### src/rtl/serial_arith_pkg.sv
// Shared definitions for the bit-serial arithmetic blocks (state encoding, default width).
// Latency: none, declarations only.
// Backpressure: not applicable.
package serial_arith_pkg;

  localparam int DEF_W = 8;

  typedef enum logic [1:0] {
    IDLE = 2'd0,
    RUN  = 2'd1,
    DONE = 2'd2
  } state_t;

endpackage

### src/rtl/full_sub.sv
// One-bit full subtractor: d = i0 - i1 - bin, with borrow out.
// Latency: purely combinational.
// Backpressure: none.
module full_sub (
  input  logic i0,
  input  logic i1,
  input  logic bin,
  output logic d,
  output logic bout
);

  assign d    = i0 ^ i1 ^ bin;
  assign bout = (~i0 & i1) | (~(i0 ^ i1) & bin);

endmodule

### src/rtl/serial_sub.sv
// Bit-serial unsigned subtractor producing (a - b) mod 2^W, LSB first, one bit per clock.
// Latency: W cycles of busy after the accepting edge, then a one-cycle done pulse.
// Backpressure: start is only sampled in IDLE; requests in RUN/DONE are dropped, not queued.
module serial_sub
  import serial_arith_pkg::*;
#(
  parameter int W = DEF_W
) (
  input  logic         clk,
  input  logic         rst_n,
  input  logic         start,
  input  logic [W-1:0] a,
  input  logic [W-1:0] b,
  output logic         busy,
  output logic         done,
  output logic [W-1:0] diff,
  output logic         bout
);

  localparam int            CW   = $clog2(W);
  localparam logic [CW-1:0] LAST = CW'(W - 1);

  state_t        state, state_nxt;
  logic [W-1:0]  sa, sb;
  logic [CW-1:0] cnt;
  logic          bin;
  logic          d, bo;

  // Single shared subtractor cell working on the current LSBs.
  full_sub u_fsub (
    .i0   (sa[0]),
    .i1   (sb[0]),
    .bin  (bin),
    .d    (d),
    .bout (bo)
  );

  // State register.
  always_ff @(posedge clk or negedge rst_n) begin
    if (!rst_n) state <= IDLE;
    else        state <= state_nxt;
  end

  // Next-state logic; the unused encoding falls back to IDLE.
  always_comb begin
    state_nxt = state;
    case (state)
      IDLE:    if (start) state_nxt = RUN;
      RUN:     if (cnt == LAST) state_nxt = DONE;
      DONE:    state_nxt = IDLE;
      default: state_nxt = IDLE;
    endcase
  end

  // Status flags registered from the next state so they align with the state change.
  always_ff @(posedge clk or negedge rst_n) begin
    if (!rst_n) begin
      busy <= 1'b0;
      done <= 1'b0;
    end else begin
      busy <= (state_nxt == RUN);
      done <= (state_nxt == DONE);
    end
  end

  // Operand capture, bit-serial shifting and result assembly.
  always_ff @(posedge clk or negedge rst_n) begin
    if (!rst_n) begin
      sa   <= '0;
      sb   <= '0;
      cnt  <= '0;
      bin  <= 1'b0;
      diff <= '0;
      bout <= 1'b0;
    end else begin
      case (state)
        IDLE: begin
          if (start) begin
            sa   <= a;
            sb   <= b;
            cnt  <= '0;
            bin  <= 1'b0;
            diff <= '0;
            bout <= 1'b0;
          end
        end
        RUN: begin
          sa   <= sa >> 1;
          sb   <= sb >> 1;
          diff <= {d, diff[W-1:1]};
          bin  <= bo;
          cnt  <= cnt + 1'b1;
          if (cnt == LAST) bout <= bo;
        end
        default: ;
      endcase
    end
  end

endmodule

### config.mk
export PLATFORM = sky130hd
export DESIGN_NAME = serial_sub
export DESIGN_NICKNAME = d
export VERILOG_FILES = /design/src/rtl/serial_arith_pkg.sv /design/src/rtl/full_sub.sv /design/src/rtl/serial_sub.sv
export SDC_FILE = /design/constraint.sdc
export NUM_CORES = 1
export LEC_CHECK = 0
export ABC_AREA = 1
export CAP_MARGIN = 15
export CORE_ASPECT_RATIO = 1.2
export CORE_MARGIN = 2
export CORE_UTILIZATION = 30
export DETAILED_ROUTE_END_ITERATION = 7
export PLACE_DENSITY_LB_ADDON = 0.05
export SYNTH_ARGS = -nofsm -noshare
export SYNTH_HDL_FRONTEND = slang
export SYNTH_SLANG_ARGS = --single-unit
### constraint.sdc
create_clock -name clk -period 1.8 [get_ports clk]
set_input_delay 0.54 -clock clk [delete_from_list [all_inputs] [get_ports clk]]
set_output_delay 0.54 -clock clk [all_outputs]
set_load 0.05 [all_outputs]
======== After elaboration in Yosys (flattened, before gate mapping) ========
Cells that the tools add are included.
storage, ports and cells
  logic and storage cells ................. 42
  flip-flop bits (word level) ............. 33
  output and inout bits ................... 11
cells by class
  reduce and logical (&&, ||, !) cells .... 4
  eq/ne operators ......................... 6
  $add $sub $neg .......................... 1
  multiplexer cells ....................... 15
  bitwise logic cells ..................... 7
operators with widths
  operator               count
  $pmux W8 S2            3
  $mux W8                3
  $pmux W3 S2            1
  $eq A2 B1 Y1 const B   2
  $mux W2                2
  $ne A2 B2 Y1 const B   2
  $pmux W1 S2            2
  $pmux W2 S2            1
  $add A3 B1 Y3 const B  1
  $eq A3 B3 Y1 const B   1
  $mux W3                1
  $reduce_and A3 Y1      1
  $and A1 B1 Y1          2
  $eq A2 B2 Y1 const B   1
  $logic_not A2 Y1       1
  $mux W1                2
  $not A1 Y1             2
  $reduce_and A2 Y1      1
  $reduce_bool A2 Y1     1
  $xor A1 B1 Y1          2
  $or A1 B1 Y1           1

======== Longest topological paths before layout ========
  depth after elaboration ................. 6
  gate-level depth with buffers ........... 7

======== Modules after synthesis ========
A second synthesis with hierarchy kept.
second synthesis, totals
  cell total of the unflattened synthesis .. 197
  area total of the unflattened synthesis .. 1656.6 um^2
by module, submodules not included
  module      area an instance (um^2)  seq. area each (um^2)  times used  cells an instance
  serial_sub  1625.3                   825.8                  1           193
  full_sub    31.3                     0.0                    1           4

======== Worst setup path before layout ========
OpenSTA, ideal clock, no wires.
  path kind ............................... reg2out
  start point ............................. reg diff[1]
  end point ............................... out diff[1]
  required time ........................... 1.260 ns
  buffers on the path ..................... 0
  setup slack ............................. 0.645 ns
  arrival time ............................ 0.615 ns
  stages on the path, launching flop included .. 1
  path through ............................ dfrtp_1
RTL lines
  item                    RTL line          source
  from (decl)             serial_sub.sv:16  output logic [W-1:0] diff,
  from (signal assigned)  serial_sub.sv:90  diff <= {d, diff[W-1:1]};
No word-level cell between the ends.

======== Final worst setup path ========
  start point ............................. in start
  end point ............................... reg sa[6]
on the way
  cells in the longest elaborated chain, start to end .. 2
ends and longest elaborated chain
  item                                RTL line          source
  from (decl)                         serial_sub.sv:11  input logic start,
  $ne A2 B2 Y1 (no source line)       -
  $reduce_and A2 Y1 (no source line)  -
  to (signal assigned)                serial_sub.sv:88  sa <= sa >> 1;
  to (decl)                           serial_sub.sv:24  logic [W-1:0] sa, sb;
Every way passes these cells.
A chain may end at the register's enable or synchronous reset.

==> results by group <==
Critical path
  • CP cell instances: clkdlybuf4s50_1 > o21ai_2 > inv_2 > nand2_1 > nand2_1
  • Critical Path RT: 1.96 ns
  • Worst reg2reg endpoint: sb[1]
  • Worst-path fanout max: 14
  • Reg2Reg Depth: 5
  • Reg2reg start: state[0]
  • CP top delay family: buffers and inverters
  • Worst path max stage delay: 0.48 ns
  • CP Capture Type: flop
  • Slowest CP cell: clkdlybuf4s50_1
  • CP bufs+invs: 2
  • Crit path top cell by count: nand2_1
  • Setup Crit Path Kind: input port to flop
  • Element type at the critical path start: input port
  • R2R Setup Slk: 0.48 ns
  • WP data arrival: 1.60 ns

Layout
  • Share of cells above drive strength 1: 0.1168
  • Multi-input logic area: 603.1 um2
  • Synth-to-layout area growth: 33.55%
  • Commonest non-fill, non-tap cell in the layout: nand2_1
  • Storage cell area: 825.8 um2
  • Net count, final: 237
  • Commonest cells after routing, fill and taps aside: 98 x nand2_1, 33 x dfrtp_1, 28 x nand3_1, 18 x clkdlybuf4s50_1, 12 x buf_12
  • Inserted Diodes: 0
  • Fillers: 498

Global route
  • Total GRT Usage: 0.1417
  • Initial antenna violation count: 0
  • Total gr overflow: 0
  • Largest net degree at the start of global routing: 34
  • Global-route wire length before repair: 6251 um
  • Number of global-route vias before repair: 1290

Route
  • Final wirelength: 3517 um
  • Via count: 1277
  • Wirelength per Cell: 12.84 um
  • Top sig layer: met4
  • Metal1 wirelength: 1595 um
  • Residual DRC count: 0
  • Post-route antenna net violation count: 0
  • Pre-antenna DRT Iters: 4
  • Vias/cell: 4.661
  • DRT iter0 DRCs: 60
  • Met3 wire length: 182 um
  • DR WL met2: 1686 um

Hold path
  • Worst Hold Launch: cnt[2]
  • Hold WC Path Type: flop to flop
  • Hold path depth: 2
  • Hold path endpoint: cnt[2]

Place
  • IO buf count: 29
  • RePlAce Congestion: 0.6761
  • HPWL Detailed: 2286 um

Timing
  • Min cycle time layout: 1.442 ns
  • Hold WS: 0.4804 ns
  • Fmax: 693.5 MHz
  • Fin. max-slew vios: 0
  • Least-Margin Pin Slew: 0.5524 ns
  • Clock skew: 0.007792 ns
  • Crit share post-route: 0.8010
  • Worst rel slew slack: 0.6317
  • Setup TNS: 0 ns
  • Final Hold Fails: 0
  • RSZ-0062 raised after global routing: no
  • Final setup viols: 0

Floorplan
  • Die ar.: 5686 um2
  • Core Region: 4940 um2
  • I/O pins: 30
  • Die Span X: 69.17 um
  • FP Rows: 28
  • Vert. Die Dim: 82.21 um
  • Starting Density: 0.3095

Clock tree
  • CTS buffer count: 5
  • Cts hold-fix bufs: 0
  • Clk sinks: 33
  • Clock latency on the worst-skew pair: 0.28 ns
  • H-tree Lvls: 2
  • Root Driver: clkbuf_8
  • Max clock buf depth: 2
  • CTS tree: done
  • CTS resizes: 0
  • # Post-CTS Setup Buffers: 0
  • Clock transition at path regs: 0.06 ns

Synthesis
  • #FFs+latches synth: 33
  • Synth unique cells: 17
  • Sequential area share after synthesis: 0.5401
  • Cells after Synth: 185
  • Syn avg cell area: 8.265 um2
  • Post-Syn Nets: 207
  • YS warnings: 0
  • Mapped Area: 1529 um2

Pwr
  • Leak Pwr: 1.068 nW
  • Total power draw: 3.559 mW
  • Power Density: 1743 nW/um2
  • Worst VDD drop: 0.0008017 V

Run
  • Max-Cap Viols: 0

Status
  • Outcome: finished, final reports clean
## how the worst max path moves through the flow
stage	startpoint	end	cells past startpoint
after global placement	start	sa[5]	5
final	start	sa[6]	5
after global routing	start	cnt[0]	5
after floorplan	diff[1]	diff[1]	0
after CTS	diff[7]	diff[7]	1
after detailed placement	start	sa[6]	5
## power by group
part	internal (mW)	leakage, nW	total (mW)	switching [mW]
logic	0.749	0.606	1.75	1.00
clock network	0.254	0.0399	0.498	0.245
registers	1.05	0.422	1.31	0.263
## kinds of logic (layout without fill, tap and decap cells)
group           count (synthesis)  count (layout)  share of synthesized area
buf+inv                        15              44                    0.06546
compound gates                  5               5                    0.01882
flops                          33              33                     0.5401
simple gates                  129             129                     0.3461
fa+ha+maj                       3               3                    0.02946
## synthesized netlist by cell type
| library cell | instances | share of area |
|---|---|---|
| nand2_1 | 98 | 0.24 |
| dfrtp_1 | 33 | 0.54 |
| nand3_1 | 28 | 0.092 |
| buf_6 | 4 | 0.029 |
| o21ai_0 | 4 | 0.013 |
| buf_2 | 3 | 0.0098 |
| inv_1 | 3 | 0.0074 |
| buf_4 | 2 | 0.0098 |
| ha_1 | 2 | 0.016 |
| clkbuf_1 | 1 | 0.0025 |
| fa_1 | 1 | 0.013 |
| inv_2 | 1 | 0.0025 |
| inv_4 | 1 | 0.0041 |
| nand2_4 | 1 | 0.0074 |
| nand4_1 | 1 | 0.0041 |
| nor2_1 | 1 | 0.0025 |
| o21ai_2 | 1 | 0.0057 |
## per-stage QoR
stage                     cell area [um2]    util  setup slack (ns)  instances
after CTS                            2042  0.4134            0.3713        274
after global placement               1968  0.3984            0.1068        268
final                                2042  0.4134            0.3581        274
after floorplan                      1529       -            0.6451        185
after global routing                 2042  0.4134            0.2764        274
after detailed placement             1968  0.3984           0.09185        268
## layer usage
layer | track usage | vias to the layer above
met4 | 0.05294 | 0
met2 | 0.2423 | 29
li1 | - | 639
met5 | 0 | -
met1 | 0.1673 | 604
met3 | 0.04733 | 5
## tightest hold or removal path: cells and delay by family (launching register included)
family	cells	cell delay, ns
simple gates	2	0.10
flops	1	0.35
## final cells by class
cell class	instances	share of cell area
flip-flops and latches	33	0.4044
multi-input cells	137	0.2953
repair buffers	33	0.2169
well taps	60	0.03676
clock buffers	5	0.03370
inverters	5	0.01042
clock inverters	1	0.002451
## flip-flops by register name (all words and copies together), names as in the netlist
name   cells
busy       1
sb         8
bin        1
bout       1
state      2
done       1
cnt        3
diff       8
sa         8
No activity file was read; power rests on OpenSTA's default activity.
